$ cat src/rtl/pipe_pkg.sv
// Shared definitions for the elastic pipeline stage (pipe_skid_reg).
// State codes are the pair (main_valid, skid_valid).
package pipe_pkg;

  localparam logic [1:0] EMPTY = 2'b00;
  localparam logic [1:0] FULL  = 2'b10;
  localparam logic [1:0] SKID  = 2'b11;

  localparam int STALL_CNT_W = 32;

  typedef enum logic [1:0] {
    ST_EMPTY = EMPTY,
    ST_FULL  = FULL,
    ST_SKID  = SKID
  } pipe_state_e;

endpackage

$ cat src/rtl/pipe_skid_reg_if.sv
// Valid/ready handshake bundle for one elastic pipeline stage.
// "slave" is the view of the stage itself, "master" the view of the
// surrounding logic (upstream producer plus downstream consumer).
interface pipe_skid_reg_if #(
  parameter int WIDTH = 32
);

  logic             in_valid_i;
  logic             in_ready_o;
  logic [WIDTH-1:0] in_data_i;
  logic             out_valid_o;
  logic             out_ready_i;
  logic [WIDTH-1:0] out_data_o;

  modport slave (
    input  in_valid_i,
    input  in_data_i,
    input  out_ready_i,
    output in_ready_o,
    output out_valid_o,
    output out_data_o
  );

  modport master (
    output in_valid_i,
    output in_data_i,
    output out_ready_i,
    input  in_ready_o,
    input  out_valid_o,
    input  out_data_o
  );

endinterface

$ cat src/rtl/pipe_sat_cnt.sv
// Saturating enable counter used for stall statistics.
// Only compiled when PIPE_SKID_STATS_EN is defined, since nothing else uses it.
`ifdef PIPE_SKID_STATS_EN
module pipe_sat_cnt #(
  parameter int W = 32
) (
  input  logic         clk_i,
  input  logic         rst_i,
  input  logic         en_i,
  output logic [W-1:0] cnt_o
);

  logic [W-1:0] cnt_r;

  // Count enabled cycles, sticking at all-ones; cleared only by reset.
  always_ff @(posedge clk_i or negedge rst_i) begin
    if (!rst_i) begin
      cnt_r <= {W{1'b0}};
    end else if (en_i && (cnt_r != {W{1'b1}})) begin
      cnt_r <= cnt_r + {{(W-1){1'b0}}, 1'b1};
    end else begin
      cnt_r <= cnt_r;
    end
  end

  assign cnt_o = cnt_r;

endmodule
`endif

$ cat src/rtl/pipe_skid_reg.sv
// Elastic pipeline stage: valid/ready handshake, two-entry skid buffer
// (main + skid register) and a synchronous flush that inserts a bubble.
// Optional stall statistics counter enabled by the macro PIPE_SKID_STATS_EN.
module pipe_skid_reg
  import pipe_pkg::*;
#(
  parameter int               WIDTH       = 32,
  parameter logic [WIDTH-1:0] RESET_VALUE = {WIDTH{1'b0}},
  parameter logic [WIDTH-1:0] NOP_VALUE   = {WIDTH{1'b0}}
) (
  input  logic                   clk_i,
  input  logic                   rst_i,
  input  logic                   flush_i,
  pipe_skid_reg_if.slave         bus
`ifdef PIPE_SKID_STATS_EN
  ,
  output logic [STALL_CNT_W-1:0] stall_cnt_o
`endif
);

  pipe_state_e      state_r;
  logic             in_ready_r;
  logic [WIDTH-1:0] main_data_r;
  logic [WIDTH-1:0] skid_data_r;
  logic             in_fire_s;
  logic             out_fire_s;

  // in_ready is its own flop (always equal to !skid_valid) so that no
  // input can reach it combinationally.
  assign in_fire_s  = bus.in_valid_i & in_ready_r;
  assign out_fire_s = state_r[1] & bus.out_ready_i;

  // Stage state machine: flush wins, then the per-state handshake moves.
  always_ff @(posedge clk_i or negedge rst_i) begin
    if (!rst_i) begin
      state_r     <= ST_EMPTY;
      in_ready_r  <= 1'b1;
      main_data_r <= RESET_VALUE;
      skid_data_r <= RESET_VALUE;
    end else if (flush_i) begin
      // Anything accepted this cycle is dropped along with held entries.
      state_r     <= ST_EMPTY;
      in_ready_r  <= 1'b1;
      main_data_r <= NOP_VALUE;
      skid_data_r <= NOP_VALUE;
    end else begin
      case (state_r)
        ST_EMPTY: begin
          if (in_fire_s) begin
            state_r     <= ST_FULL;
            main_data_r <= bus.in_data_i;
          end
        end
        ST_FULL: begin
          if (in_fire_s && out_fire_s) begin
            main_data_r <= bus.in_data_i;
          end else if (in_fire_s) begin
            // Downstream stalled: park the new word behind the main entry.
            state_r     <= ST_SKID;
            in_ready_r  <= 1'b0;
            skid_data_r <= bus.in_data_i;
          end else if (out_fire_s) begin
            state_r <= ST_EMPTY;
          end
        end
        ST_SKID: begin
          if (out_fire_s) begin
            state_r     <= ST_FULL;
            in_ready_r  <= 1'b1;
            main_data_r <= skid_data_r;
          end
        end
        default: begin
          state_r    <= ST_EMPTY;
          in_ready_r <= 1'b1;
        end
      endcase
    end
  end

  assign bus.in_ready_o  = in_ready_r;
  assign bus.out_valid_o = state_r[1];
  assign bus.out_data_o  = main_data_r;

`ifdef PIPE_SKID_STATS_EN
  logic stall_s;

  assign stall_s = state_r[1] & ~bus.out_ready_i;

  pipe_sat_cnt #(
    .W (STALL_CNT_W)
  ) u_stall_cnt (
    .clk_i (clk_i),
    .rst_i (rst_i),
    .en_i  (stall_s),
    .cnt_o (stall_cnt_o)
  );
`endif

endmodule

$ cat src/flat_wrapper.sv
// flat-port wrapper written by rule: the top's interface ports become plain ports
module pipe_skid_reg_flat import pipe_pkg::*;
#(
  parameter int               WIDTH       = 32,
  parameter logic [WIDTH-1:0] RESET_VALUE = {WIDTH{1'b0}},
  parameter logic [WIDTH-1:0] NOP_VALUE   = {WIDTH{1'b0}}
)
  (clk_i, rst_i, flush_i, bus_in_valid_i, bus_in_data_i, bus_out_ready_i, bus_in_ready_o, bus_out_valid_o, bus_out_data_o);
  pipe_skid_reg_if #(.WIDTH(WIDTH)) bus_i ();
  input  logic clk_i;
  input  logic rst_i;
  input  logic flush_i;
  input wire logic [$bits(bus_i.in_valid_i)-1:0] bus_in_valid_i;
  input wire logic [$bits(bus_i.in_data_i)-1:0] bus_in_data_i;
  input wire logic [$bits(bus_i.out_ready_i)-1:0] bus_out_ready_i;
  output wire logic [$bits(bus_i.in_ready_o)-1:0] bus_in_ready_o;
  output wire logic [$bits(bus_i.out_valid_o)-1:0] bus_out_valid_o;
  output wire logic [$bits(bus_i.out_data_o)-1:0] bus_out_data_o;
  assign bus_i.in_valid_i = bus_in_valid_i;
  assign bus_i.in_data_i = bus_in_data_i;
  assign bus_i.out_ready_i = bus_out_ready_i;
  assign bus_in_ready_o = bus_i.in_ready_o;
  assign bus_out_valid_o = bus_i.out_valid_o;
  assign bus_out_data_o = bus_i.out_data_o;
  pipe_skid_reg #(.WIDTH(WIDTH), .RESET_VALUE(RESET_VALUE), .NOP_VALUE(NOP_VALUE)) u_core (.clk_i(clk_i), .rst_i(rst_i), .flush_i(flush_i), .bus(bus_i));
endmodule
$ cat config.mk
export PLATFORM = sky130hd
export DESIGN_NAME = pipe_skid_reg_flat
export DESIGN_NICKNAME = d
export VERILOG_FILES = /design/src/rtl/pipe_pkg.sv /design/src/rtl/pipe_skid_reg_if.sv /design/src/rtl/pipe_sat_cnt.sv /design/src/rtl/pipe_skid_reg.sv /design/src/flat_wrapper.sv
export SDC_FILE = /design/constraint.sdc
export NUM_CORES = 1
export LEC_CHECK = 0
export ABC_AREA = 0
export CORE_MARGIN = 2
export CORE_UTILIZATION = 51
export CTS_CLUSTER_DIAMETER = 40
export DETAILED_ROUTE_END_ITERATION = 7
export PLACE_DENSITY = 0.84
export SYNTH_ARGS = -nofsm -noshare
export SYNTH_HDL_FRONTEND = slang
export SYNTH_HIERARCHICAL = 1
export SYNTH_SLANG_ARGS = --single-unit
$ cat constraint.sdc
create_clock -name clk_i -period 2.2 [get_ports clk_i]
set_input_delay 0.22 -clock clk_i [delete_from_list [all_inputs] [get_ports clk_i]]
set_output_delay 0.22 -clock clk_i [all_outputs]
set_load 0.05 [all_outputs]
==> run_results.csv <==
group,metric,value,unit
status,status,"finished, final reports clean",
grt,first_global_vias,2437,
synthesis,syn-num-nets,356,
clocking,clk_pin_slew,0.07,ns
layout,multi_input_area,1460,µm²
drt,vias,2472,
critical_path,crit_path_start,"u_core/state_r[1]",
synthesis,synth_edf_count,0,
timing,rsz0062_at_grt,"no",
synthesis,synth_area,3250,µm²
pwr,power_leakage,1.80,nW
grt,overflow,0,
place,port_buffers,70,
drt,drtAntennaViolNets,0,
grt,grt_max_degree,67,
hold_path,min-delay-start,"flush_i",
drt,routedWlPerCell,15.0,µm
critical_path,reg2reg_slack,0.17,ns
synthesis,synth_top_area_share,50.8,%
synthesis,yosys_warnings,6,
grt,grt_usage,20.7,%
synthesis,synth_area_leaders,"dfrtp_1 (51%), mux2i_1 (10%), mux2_2 (9.4%)",
floorplan,initial_utilization,52.1,%
floorplan,pin_count,71,
hold_path,min_path_cells,2,
layout,fin_nets,425,
grt,grt_first_pass_wirelength,11600,µm
hold_path,hold_class,"primary input to register",
synthesis,syn_inst,314,
critical_path,r2r_end,"u_core/bus.out_data_o[2]",
pwr,powerDensity,1290,nW/µm²
critical_path,cp_max_fo,32,
flow_run,maxCapViolCount,0,
timing,worst_pin_slew,0.650,ns
layout,nFillCells,481,
floorplan,dieArea,7030,µm²
synthesis,synth-seq-cells,67,
grt,antenna_found_initial,0,
clocking,tritoncts,"yes",
pwr,finalPower,5.48,mW
synthesis,yosysSeqAreaShare,51.6,%
synthesis,synthArstFlopShare,100,%
clocking,clock_latency,0.33,ns
floorplan,die_y,83.8,µm
timing,fin_tns_setup,0,ns
synthesis,synth_ff_type,"dfrtp_1",
floorplan,die_width,83.8,µm
clocking,clock-sinks,67,
clocking,cts-root-buf,"clkbuf_8",
timing,finalSetupViolations,0,
critical_path,worstSetupPathType,"register to register",
layout,layout-drive-gt1-share,15.2,%
timing,finalHoldViolations,0,
drt,post_drt_via_cell_ratio,5.32,
layout,final-seq-area,1680,µm²
clocking,cts_resized,0,
clocking,clockBufferDepth,2,
timing,period_minus_slack,2.03,ns
critical_path,cp.arrival,2.24,ns
critical_path,worstRegToRegCells,6,
place,dpl.hpwl,4390,µm
floorplan,num_rows,29,
drt,drtIter0Drc,118,
timing,final_max_slew_viol_count,0,
drt,drc_errors,0,
critical_path,crit_path_end_kind,"register",
layout,diodes,0,
timing,finalCritPeriodShare,92.2,%
layout,syn_to_final_growth,31.1,%
timing,slew_headroom,56.6,%
synthesis,yosys.area.top_type,"dfrtp_1",
clocking,htree_num_levels,3,
place,place.gp.congestion,0.732,
synthesis,synth_cell_types,26,
synthesis,syn_avg_cell_area,10.3,µm²
pwr,max-vdd-ir-drop,0.822,mV
drt,firstDrtPassIters,4,
drt,drt-total-wl,6960,µm
critical_path,critical_path_required,2.41,ns
timing,clock_skew,0.00591,ns
critical_path,startpoint_type,"register",
clocking,numCtsBuffers,9,
floorplan,core,6240,µm²
critical_path,rr_startpoint,"u_core/state_r[1]",
hold_path,min_to,"u_core/bus.in_ready_o",
timing,fmax,493,MHz
[sequential cells by signal, summed over array words and instances (netlist names)]
register / count
u_core/bus.in_ready_o: 1
u_core/state_r: 2
u_core/bus.out_data_o: 32
u_core/skid_data_r: 32
[stage by stage]
stage | setup slack, ns | cell area (µm²) | utilization, % | hold slack, ns | std cells
floorplan | 0.153 | 3250 | - | -0.0756 | 314
global placement | 0.243 | 4020 | 64.4 | 0.197 | 448
detailed placement | 0.165 | 4020 | 64.4 | 0.213 | 448
CTS | 0.184 | 4260 | 68.2 | 0.189 | 465
global route | 0.0690 | 4260 | 68.2 | 0.199 | 465
finish | 0.172 | 4260 | 68.2 | 0.205 | 465
[synthesized netlist by cell type, types with 3 or more instances]
cell and n:
ha_1 5, nor2_1 35, buf_2 5, clkbuf_1 12, nand2_1 67, mux2_1 6
a21oi_1 35, mux2_2 27, mux2i_1 33, dfrtp_1 66, inv_1 4, nand3_1 3
buf_6 3
[cell type report]
type                       count  area share [%]
inverter                       4           0.353
clock buffer                  12            3.64
clock inverter                 4            1.70
multi-input combinational    222            34.2
tap                           77            2.26
timing repair buffer          79            18.4
sequential                    67            39.4
[critical path, cell delays in order, from the launching register on]
cell,delay (ns)
dfrtp_2,0.48
ha_1,0.28
nand3_1,0.14
nor2_1,0.08
o311ai_4,0.30
buf_12,0.26
mux2_2,0.36
[cells by family (layout without fill, tap and decap cells)]
group | Yosys count | in the layout | synth area share [%]
and+or+nand+nor | 108 | 108 | 12.9
muxes | 66 | 66 | 21.6
adders and majority gates | 5 | 5 | 1.93
AOI/OAI and AO/OA | 43 | 43 | 8.13
DFF | 67 | 67 | 51.6
buffers and inverters | 25 | 99 | 3.77
[layer usage]
metal  track usage, %  vias to the layer above  wire length [µm]
met1             27.7                     1209              3110
met4             7.33                        0                76
met5                0                        -                 0
li1                 -                     1188                 -
met3             4.95                        5               377
met2             33.2                       70              3400
[worst max-delay path by stage]
stage | end | slack [ns] | cells past startpoint
after floorplan | u_core/bus.out_data_o[10] | 0.15 | 7
after global placement | u_core/bus.out_data_o[9] | 0.24 | 6
after detailed placement | u_core/bus.out_data_o[2] | 0.17 | 6
after CTS | u_core/bus.out_data_o[2] | 0.18 | 6
after global routing | u_core/bus.out_data_o[2] | 0.07 | 7
final | u_core/bus.out_data_o[2] | 0.17 | 6
[what timing repair did]
action | in CTS | in global routing
endpoints found under the hold margin | 19 | 0
hold buffers | 1 | 0
buffers inserted | 0 | 0
endpoints found under the setup margin | 0 | 0
[cells in the final DEF, fill, tap and decap left out, drive strengths merged, types with 2 or more instances in the layout]
master / n
nand3: 3
ha: 5
mux2: 33
clkbuf: 12
clkdlybuf4s50: 68
nand2: 67
nor2: 35
dfrtp: 66
o311ai: 2
inv: 4
bufinv: 2
buf: 10
mux2i: 33
a21oi: 35
[power breakdown]
group | switching [mW] | internal, mW
Sequential | 0.214 | 1.57
Clock | 0.459 | 0.699
Combinational | 1.57 | 0.975
Total | 2.24 | 3.24
No activity file was read; power rests on OpenSTA's default activity.
